File: config.mk
export PLATFORM = sky130hd
export DESIGN_NAME = jk_excitation_driver
export DESIGN_NICKNAME = d
export VERILOG_FILES = /design/src/rtl/jk_excitation_driver.sv
export SDC_FILE = /design/constraint.sdc
export NUM_CORES = 1
export LEC_CHECK = 0
export CORE_MARGIN = 4
export CORE_UTILIZATION = 40
export CTS_CLUSTER_SIZE = 10
export DETAILED_ROUTE_END_ITERATION = 16
export DONT_BUFFER_PORTS = 1
export GPL_ROUTABILITY_DRIVEN = 0
export GPL_TIMING_DRIVEN = 0
export PLACE_DENSITY = 0.63
export SLEW_MARGIN = 20
export SYNTH_ARGS = -nofsm -noshare
export SYNTH_HDL_FRONTEND = slang
export SYNTH_SLANG_ARGS = --single-unit
File: constraint.sdc
create_clock -name CLK -period 2.4 [get_ports CLK]
set_clock_uncertainty 0.1 [all_clocks]
set_input_delay 0.48 -clock CLK [delete_from_list [all_inputs] [get_ports CLK]]
set_output_delay 0.48 -clock CLK [all_outputs]
set_load 0.02 [all_outputs]
File: src/rtl/jk_excitation_driver.sv
// jk_excitation_driver: drives a JK flip-flop bank to a target word using
// excitation-table J/K for one cycle, then checks and counts mismatches.
module jk_excitation_driver #(
    parameter int WIDTH     = 8,
    parameter bit DC_POLICY = 1'b0
) (
    input  logic             CLK,
    input  logic             Reset,
    input  logic             tgt_valid_i,
    output logic             tgt_ready_o,
    input  logic [WIDTH-1:0] tgt_data_i,
    input  logic [WIDTH-1:0] q_fb_i,
    output logic [WIDTH-1:0] j_o,
    output logic [WIDTH-1:0] k_o,
    output logic             busy_o,
    output logic             done_o,
    output logic             mismatch_o,
    output logic [WIDTH-1:0] mismatch_bits_o,
    output logic [7:0]       err_count_o,
    input  logic             err_clr_i
);
    typedef enum logic [1:0] {IDLE, DRIVE, CHECK} state_t;
    state_t state_q, state_d;
    logic [WIDTH-1:0] tgt_q, tgt_d, j_q, j_d, k_q, k_d, mm_bits_q, mm_bits_d;
    logic [WIDTH-1:0] diff, exc_j, exc_k;
    logic done_q, done_d, mm_q, mm_d, accept;
    logic [7:0] err_q, err_d, err_base;

    assign tgt_ready_o = (state_q == IDLE) && !Reset;
    assign busy_o      = state_q != IDLE;
    assign accept      = tgt_valid_i && tgt_ready_o;
    assign diff        = q_fb_i ^ tgt_q;
    // Don't-care J (Q=1) and don't-care K (Q=0) both resolve to DC_POLICY.
    assign exc_j    = DC_POLICY ? (q_fb_i | tgt_data_i) : (~q_fb_i & tgt_data_i);
    assign exc_k    = DC_POLICY ? ~(q_fb_i & tgt_data_i) : (q_fb_i & ~tgt_data_i);
    assign err_base = err_clr_i ? 8'd0 : err_q;

    always_comb begin
        state_d   = state_q;
        tgt_d     = tgt_q;
        j_d       = '0;
        k_d       = '0;
        done_d    = 1'b0;
        mm_d      = mm_q;
        mm_bits_d = mm_bits_q;
        err_d     = err_base;
        case (state_q)
            IDLE: begin
                state_d = accept ? DRIVE : IDLE;
                tgt_d   = accept ? tgt_data_i : tgt_q;
                j_d     = accept ? exc_j : '0;
                k_d     = accept ? exc_k : '0;
            end
            DRIVE: state_d = CHECK;
            CHECK: begin
                state_d   = IDLE;
                done_d    = 1'b1;
                mm_d      = |diff;
                mm_bits_d = diff;
                err_d     = (|diff && err_base != 8'hFF) ? err_base + 8'd1 : err_base;
            end
            default: state_d = IDLE;
        endcase
    end

    always_ff @(posedge CLK or posedge Reset) begin
        if (Reset) begin
            state_q   <= IDLE;
            tgt_q     <= '0;
            j_q       <= '0;
            k_q       <= '0;
            done_q    <= 1'b0;
            mm_q      <= 1'b0;
            mm_bits_q <= '0;
            err_q     <= 8'd0;
        end else begin
            state_q   <= state_d;
            tgt_q     <= tgt_d;
            j_q       <= j_d;
            k_q       <= k_d;
            done_q    <= done_d;
            mm_q      <= mm_d;
            mm_bits_q <= mm_bits_d;
            err_q     <= err_d;
        end
    end

    assign j_o             = j_q;
    assign k_o             = k_q;
    assign done_o          = done_q;
    assign mismatch_o      = mm_q;
    assign mismatch_bits_o = mm_bits_q;
    assign err_count_o     = err_q;
endmodule

# --- Yosys cells after proc, flatten, opt, wreduce, memory -nomap -nowiden ---
# Cells that the tools add are included.
# W data, S select, Z words.
classes:
  n_bitwise: 5
  n_reduce_logical: 8
  n_addsub: 1
  muxes: 10
  eq_ne: 3
op_table:
  columns: ["cell", "n"]
  rows:
  - ["$mux W8", 7]
  - ["$and A8 B8 Y8", 2]
  - ["$not A8 Y8", 2]
  - ["$add A8 B1 Y8 const B", 1]
  - ["$ne A8 B8 Y1 const B", 1]
  - ["$reduce_or A8 Y1", 1]
  - ["$xor A8 B8 Y8", 1]
  - ["$pmux W2 S2", 1]
  - ["$logic_and A1 B1 Y1", 3]
  - ["$eq A2 B1 Y1 const B", 1]
  - ["$eq A2 B2 Y1 const B", 1]
  - ["$logic_not A2 Y1", 1]
  - ["$mux W1", 2]
  - ["$reduce_and A2 Y1", 1]
  - ["$reduce_bool A2 Y1", 1]
  - ["$logic_not A1 Y1", 1]
totals:
  regBits: 44
  out_inout_bits: 36
  elab_cells: 35
  input_bits: 20

# --- Logic depth before layout (Yosys ltp) ---
# Gate-level depths: netlist (run 1).
depth:
  ltp_word: 5
  depth_mapped: 8
  ltp_nobuf: 7

# --- Least setup slack after synthesis (run 1) ---
# Ideal clock, no wire load.
synth_timing:
  path_kind: "input to register"
  start: "in err_clr_i"
  end: "reg err_q[5] (netlist: err_count_o[5])"
  path_stages: 8
  path_buffers: 1
  slack_ns: 0.069
  setup_time_ns: 0.077
  t_required_ns: 2.223
  arrival_time_ns: 2.153
  cell_sequence: "buf_2 nor2b_1 ha_1 and4b_1 and3_4 or3_4 or4_1 a21oi_1"
synth_between:
  elab_chain_len: 5
  elab_cells_between_ends: 6
  classes_between: "add/sub: 1; eq/ne: 1; mux: 3; reduce/logical: 1"
synth_lines:
  columns: ["item", "line_no", "rtl"]
  rows:
  - ["start: declaration", "20", "input logic err_clr_i"]
  - ["$mux W8 (*)", "36", "assign err_base = err_clr_i ? 8'd0 : err_q;"]
  - ["parallel branches: the longest is 3 deep, another holds $add A8 B1 Y8", null, null]
  - ["$mux W8 (*)", "47", "case (state_q)"]
  - ["via err_d[5]", "27", "logic [7:0] err_q, err_d, err_base;"]
  - ["end signal: assignment", "84", "err_q <= err_d;"]
  - ["end: declaration", "27", null]
# Mark *: on every way through the listed nets, which the timed path passes.
# A chain may end at the register's enable or synchronous reset.

# --- Final worst setup path (run 1) ---
layout_timing:
  start: "reg err_q[1] (netlist: err_count_o[1])"
  end: "reg err_q[5] (netlist: err_count_o[5])"
layout_between:
  elab_chain_len: 5
  elab_cells_between_ends: 6
  classes_between: "add/sub: 1; eq/ne: 1; mux: 3; reduce/logical: 1"
layout_lines:
  columns: ["item", "line_no", "rtl"]
  rows:
  - ["$mux W8 (*)", "36", null]
  - ["parallel branches: the longest is 2 deep, another holds $add A8 B1 Y8", null, null]
  - ["$mux W8 (*)", "60", "err_d = (|diff && err_base != 8'hFF) ? err_base + 8'd1 : err_base;"]
  - ["$mux W8 (*)", "47", null]
  - ["via err_d[5]", "27", null]
# Marks and branches as above.

==> results of run 1 <==
## Yosys cell counts, drive strengths merged
cell type and instances:
a21oi 1, and3 2, and4b 1, buf 1
clkbuf 4, dfrtp 44, ha 1, inv 3
mux2 11, nand2 15, nand2b 2, nand3 1
nand4 2, nor2 5, nor2b 7, nor3 2
nor3b 16, nor4 2, o21ai 10, o31ai 2
or2 1, or3 1, or4 2, xnor2 9
xor2 2
## how the worst max path moves through the flow
stage / startpoint / to / depth (start not counted)
after global routing: err_count_o[1] / err_count_o[5] / 7
after floorplan: err_clr_i / err_count_o[5] / 8
after global placement: err_clr_i / err_count_o[5] / 8
final: err_count_o[1] / err_count_o[5] / 7
after CTS: err_count_o[0] / err_count_o[5] / 7
after detailed placement: err_clr_i / err_count_o[5] / 8
## area by class of cell
type,count,area share
inverters,3,0.00561
plain buffers,5,0.00998
flip-flops and latches,44,0.550
clock buffers,7,0.0480
multi-input cells,95,0.340
repair buffers,1,0.0137
well taps,52,0.0324
## through the flow
stage / instance area [sq um] / hold WS [ns] / utilization
floorplan: 1790 / 0.318 / -
global placement: 1860 / 0.335 / 0.427
detailed placement: 1890 / 0.328 / 0.433
CTS: 1990 / 0.0132 / 0.456
global route: 2010 / 0.0272 / 0.461
finish: 2010 / 0.00568 / 0.461
## worst reg2reg max path, cell delays in order, from the launching register on
cell,delay (ns)
dfrtp_2,0.47
nor2b_1,0.17
ha_2,0.20
and4b_1,0.20
and3_4,0.19
or3_4,0.38
or4_4,0.42
a21oi_2,0.12
## where the power goes
group	internal [mW]	switching [mW]	leakage [nW]
Clock	0.256	0.223	0.0503
Sequential	0.833	0.147	0.573
Combinational	0.0835	0.0936	0.264
Total	1.17	0.464	0.887
## repair_timing
| action | in CTS | in global routing |
|---|---|---|
| pin swaps | 0 | 1 |
| endpoints found under the hold margin | 0 | 0 |
| endpoints found under the setup margin | 3 | 1 |
| resized for setup | 1 | 7 |
## state kept, by name (all words and copies together) (netlist names)
| name | count |
|---|---|
| tgt_q | 8 |
| mismatch_bits_o | 8 |
| k_o | 8 |
| done_o | 1 |
| state_q | 2 |
| j_o | 8 |
| err_count_o | 8 |
| mismatch_o | 1 |
## layer usage
layer  part of all wire  track usage
met1               0.36        0.144
met3               0.10       0.0734
met5                  0            0
met4             0.0059       0.0474
met2               0.53        0.237
## cells by family (layout without fill, tap and decap cells)
kind of cell | after synthesis | count (layout) | synth area share
DFF | 44 | 44 | 0.614
and+or+nand+nor | 59 | 59 | 0.200
xor gates and xnor gates | 11 | 11 | 0.0537
buffers and inverters | 8 | 16 | 0.0174
adders and majority gates | 1 | 1 | 0.00697
muxes | 11 | 11 | 0.0690
AOI/OAI and AO/OA | 13 | 13 | 0.0390
==> reports/results.txt, run 1 <==
The critical path's slowest cell is dfrtp_2. Data arrives at the worst endpoint at 2.43 ns. In this run the worst path has a maximum fanout of 5.

The number of buffers inserted to repair setup after CTS is 0. Across the run, the number of max-cap violations was 0. The number of cells on the worst reg-to-reg path was 7; the number of top-level pins was 56. The fraction of final layout cells sized beyond drive strength 1 came out at 0.168. The average instance in the mapped netlist occupies 12.2 sq um.

For this run, the top clock speed supported by timing is 0.433 GHz. For the count of endpoints failing hold in the final timing report, the log shows 0. For the net count after synthesis, the log shows 168. Startpoint of the lowest-slack register-to-register path: err_count_o[1]. The critical path goes through nor2b_1, ha_2, and4b_1, and3_4, or3_4, or4_4, a21oi_2. For the final number of setup-violating endpoints, the log shows 0. The biggest area contributor in the post-synthesis netlist is dfrtp_1. The run gives 5 as the number of buffers added by the clock tree synthesis step. The run finished with clean final reports. Summing all multi-input logic gate instances after layout gives 682 sq um. The half-perimeter wire length after placement was 2.67 mm; the relative slew slack was 0.535. The relative area change from synthesis to final layout is 11.8%, and the total overflow reported by the global router is 0. The tools report the number of distinct library cells after synthesis as 28.

For the pin count of the biggest net entering global routing, the log shows 24. The capturing element type of the critical path was a flop. The commonest non-fill, non-tap cell in the layout is dfrtp_1.

The sum of buffers and inverters on the critical path is 0. Dividing the detail-routed wire length by the instance count gives 17.2 um. For this run, design rule violations remaining after detail routing come to 0. During synthesis, Yosys emitted a total of 0 warnings. From left edge to right edge, the die measures 75.0 um. By startpoint and endpoint, the worst setup path is classified as flop to flop. The worst setup path is launched from a flop. The initialized floorplan defines 24 standard-cell rows. The number of antenna diodes in the final layout is 0.

The share of the cycle needed by the critical path after routing works out to 0.962. The layout has 418 filler cells. The run gives 147 as the cell count after synthesis. After clock tree synthesis, the clock-pin slew on the worst setup and hold paths is 0.07 ns. The area share of the largest cell type after synthesis is 0.614.

Total number of vias: 1092. At the end of the flow, the number of nets in the layout was 176. After detailed routing, the number of vias per cell comes to 5.28.

For the initial core utilization, the log shows 0.412. The master cell of the clock root buffer was clkbuf_8. In the layout the commonest cells are dfrtp_1 (42), nor3b_1 (16), nand2_1 (15), xnor2_1 (9), o21ai_0 (9). The data required time of the critical path was 2.52 ns; the total of flip-flops plus latches after synthesis was 44. Before CTS, the worst setup slack after placement is -0.0831 ns. The capture instance of the worst register-to-register path is err_count_o[5].

TritonCTS built the clock tree. The tools report the setup slack of the most critical reg-to-reg path as 0.09 ns. Total global routing track utilization: 0.138. Once layout is complete, the cells apart from fillers number 207. In this run the deepest clock path goes through 2 buffers.

The initial detailed-routing violation count is 27. Once detail routing completed, the nets flagged for antenna violations numbered 0. The number of antenna violations at the first check in global routing is 0.

The die boundary height was 75.0 um. For this run, the slowest stage of the critical path takes 0.47 ns. The transition time at the pin with the least slew margin was 0.695 ns; the number of cells in the design after placement was 200.

Total power for the finished layout comes to 1.64 mW. Summed over all layers, the routed wires come to 3.56 mm. For this design the static power due to leakage is 0.887 nW.

Grouping stages by cell kind, the critical path spends the most delay in simple AND/OR/NAND/NOR gates. By area the synthesized netlist is led by dfrtp_1 (61%), nor3b_1 (6.7%), xnor2_1 (4.4%). The region available for standard cell placement spans 4350 sq um. The synthesized cell area came out at 1790 sq um. Summed over all failing endpoints, the final setup total negative slack is 0 ns. Via count of the first global-routing pass: 1186.

The path class of the lowest-slack min-delay path was primary input to asynchronous set/reset pin. The worst setup slack after layout is 0.0912 ns, and the number of iterations in the first detailed-routing pass is 4. The power per cell area works out to 816 nW/um^2. The worst path needs 2.31 ns of the cycle, external delays included.

Setup repair after global routing left no endpoint under its margin. For the count of pins over their slew limit, the log shows 0. The highest ir drop seen on vdd was 0.410 mV. Across the whole layout, storage elements account for 1100 sq um.

For this design, the CTS-stage hold fixing added 0 buffers. Port buffering added 0 buffers. The H-tree generated during clock tree synthesis spans 2 levels. The first global-routing pass estimated 5.63 mm of wire. Clock tree synthesis found a total of 44 sinks. The die covers 5620 sq um.

The later pin in the worst-skew pair is clocked with a latency of 0.28 ns. The part of the Yosys area used for sequential elements came out at 0.614.
(Power assumes the default switching activity.)
==> run 2, diff against run 1 <==
CORE_MARGIN = 3   (was 4)
==> reports/results.txt, run 2 (synthesized netlist as in run 1, its figures left out) <==
The net switching fraction of the power works out to 0.293 (was 0.283). For the sequential standard cell area, the log shows 1100 sq um (unchanged). The power per cell area was 812 nW/um^2 (was 816 nW/um^2). The transition time at the pin with the least slew margin was 0.691 ns (was 0.695 ns); the area of the core was 4170 sq um (was 4350 sq um).

The initial detailed-routing violation count is 50 (was 27), and the share of the cycle needed by the critical path after routing is 0.960 (was 0.962). The startpoint kind of the worst setup timing path is a flop (unchanged). The tools report the number of iterations in the first detailed-routing pass as 4 (unchanged).

The tools report the final number of setup-violating endpoints as 0 (unchanged). The relative area change from synthesis to final layout is 11.4% (was 11.8%), and the smallest hold slack is 0.153 ns (was 0.00568 ns). The logs give 0.0675 (was 0.0734) for the met3 demand-to-capacity share in global routing and 0.604 (was 0.599) for the relative contribution of sequential cells to total power. The clock slew at the register clock pins of the worst setup and hold paths was 0.08 ns (was 0.07 ns); the number of sinks on the clock net was 44 (unchanged).

The number of antenna violations at the first check in global routing was 0 (unchanged). Multi-input logic area: 677 sq um (was 682 sq um). The ratio of routed vias to standard cells was 5.37 (was 5.28). The pin count of the biggest net entering global routing is 27 (was 24).

For the number of cell rows, the log shows 23 (was 24). The clock latency on the worst-skew pair was 0.28 ns (about the same). The highest achievable clock rate came out at 0.434 GHz (was 0.433 GHz). The logs give 56 (unchanged) for the number of top-level pins and 2.68 mm (was 2.67 mm) for the half-perimeter wire length after placement. The met1 demand-to-capacity share in global routing came out at 0.154 (was 0.144). TritonCTS built the clock tree. The logs give 0 (unchanged) for the antenna violation net count after detailed routing and 1.15 mW (was 1.17 mW) for the internal power. Capturing element type of the critical path: a flop (unchanged). The maximum number of buffers from clock root to sink was 2 (unchanged); the number of buffers added by the clock tree synthesis step was 5 (unchanged). The logs give 0.883 nW (was 0.887 nW) for the reported leakage power and 5330 sq um (was 5620 sq um) for the floorplan die area.

The number of inserted diodes was 0 (unchanged). The commonest non-fill, non-tap cell in the layout was dfrtp_1 (unchanged). The die extent in x is 73.0 um (was 75.0 um), and the count of endpoints failing hold in the final timing report is 0 (unchanged). The run gives 0.366 mV (was 0.410 mV) as the highest ir drop seen on vdd. Path class of the lowest-slack min-delay path: primary input to flop (was primary input to asynchronous set/reset pin). The routed length per placed instance is 17.5 um (was 17.2 um). The final critical delay including setup and external delays came out at 2.30 ns (was 2.31 ns).

The fraction of final layout cells sized beyond drive strength 1 is 0.172 (was 0.168). The die boundary height works out to 73.0 um (was 75.0 um). The flow ran to the end, and the final reports show no timing, DRC or antenna violations. For the data required time of the critical path, the log shows 2.52 ns (about the same).

Busiest layer in global routing: met2 (unchanged). The run gives 2.42 ns (was 2.43 ns) as the arrival time of data at the critical path endpoint. The relative slew slack was 0.538 (was 0.535). The tools report the number of buffers inserted to repair setup after CTS as 0 (unchanged). The logs give 0.288 (was 0.293) for the part of the total power dissipated in the clock network and 0 (unchanged) for the count of pins over their slew limit.

The via count of the first global-routing pass was 1187 (was 1186); the total wire length after detailed routing was 3.62 mm (was 3.56 mm). Commonest cells after routing, fill and taps aside: dfrtp_1 (42), nor3b_1 (16), nand2_1 (15), xnor2_1 (9), o21ai_0 (9) (unchanged). The post-route DRC violation count was 0 (unchanged); the number of max-capacitance violations reported was 0 (unchanged). The total of buffers placed on input and output ports is 0 (unchanged), and the total global routing track utilization is 0.146 (was 0.138). The run gives 2 (unchanged) as the number of H-tree branching levels. Master cell of the clock root buffer: clkbuf_8 (unchanged).

The logs give 0.430 (was 0.412) for the initial core utilization and 0 (unchanged) for the total overflow reported by the global router. The tools report the net switching power figure as 0.476 mW (was 0.464 mW). For the net total in the final layout, the log shows 177 (was 176). The tools report the wire length of the first global-routing pass as 5.80 mm (was 5.63 mm). The proportion of power drawn by combinational gates is 0.108 (about the same). The met2 usage came out at 0.258 (was 0.237).

Category of the critical setup timing path: flop to flop (unchanged). The tools report the total number of vias as 1112 (was 1092). The tools report the number of fill cells as 374 (was 418). Setup repair after global routing left no endpoint under its margin. Largest fanout of any net on the critical path: 5 (unchanged). Total power after layout: 1.62 mW (was 1.64 mW). The end-of-flow core utilization is 0.479 (was 0.461).
-- run 2: cell types whose count changed in the layout (fill, tap and decap cells not counted), sizes merged --
cell,previous run,this run
dlygate4sd3,0,1
clkinvlp,0,1
-- run 2: worst paths after layout --
check | start | endpoint | slack [ns] | depth (start not counted)
max in group asynchronous | Reset | mismatch_bits_o[6] | 1.18 | 3
min reg2reg | state_q[1] | state_q[1] | 0.36 | 1
min | q_fb_i[1] | j_o[1] | 0.15 | 1
max | err_count_o[1] | err_count_o[5] | 0.1 | 7
min in group asynchronous | Reset | state_q[1] | 0.55 | 2
max reg2reg | err_count_o[1] | err_count_o[5] | 0.1 | 7
-- run 2: layout make-up --
type,instances,area share
Buffer,5,0.0106
Clock buffer,7,0.0432
Clock inverter,1,0.00375
Inverter,3,0.00563
Multi-Input combinational cell,95,0.339
Sequential cell,44,0.552
Tap cell,50,0.0313
Timing Repair Buffer,2,0.0150
-- run 2: layer usage --
metal,part of all wire,vias up
li1,-,517
met1,0.37,553
met2,0.54,40
met3,0.089,2
met4,0.0025,0
met5,0,-
-- run 2: repair_timing --
action                                 4_1_cts  5_1_grt
gates resized for setup                      1        8
endpoints found under the hold margin       18        0
hold buffers                                 1        0
pin swaps                                    0        1
setup endpoints to repair                    3        2
-- run 2: critical path, cell delays in order (launching register included) --
cell	delay (ns)
dfrtp_2	0.47
nor2b_2	0.18
ha_2	0.19
and4b_1	0.19
and3_4	0.19
or3_4	0.38
or4_4	0.42
a21oi_2	0.12
-- run 2: metrics by stage --
stage,std cells,setup WS (ns),area (sq um),TNS [ns]
2_1_floorplan,147,0.0692,1790,0
3_3_place_gp,197,-0.00977,1860,-0.00977
3_5_place_dp,198,-0.0717,1880,-0.178
4_1_cts,207,0.0235,1980,0
5_1_grt,207,0.00742,2000,0
6_report,207,0.0952,2000,0
-- run 2: power by group through the flow --
stage	logic, mW	clock network [mW]	registers [mW]
4_1_cts	0.179	0.483	0.983
5_1_grt	0.201	0.521	0.993
6_report	0.175	0.468	0.981
2_1_floorplan	0.141	0	0.969
3_5_place_dp	0.177	0	0.997
3_3_place_gp	0.167	0	0.992
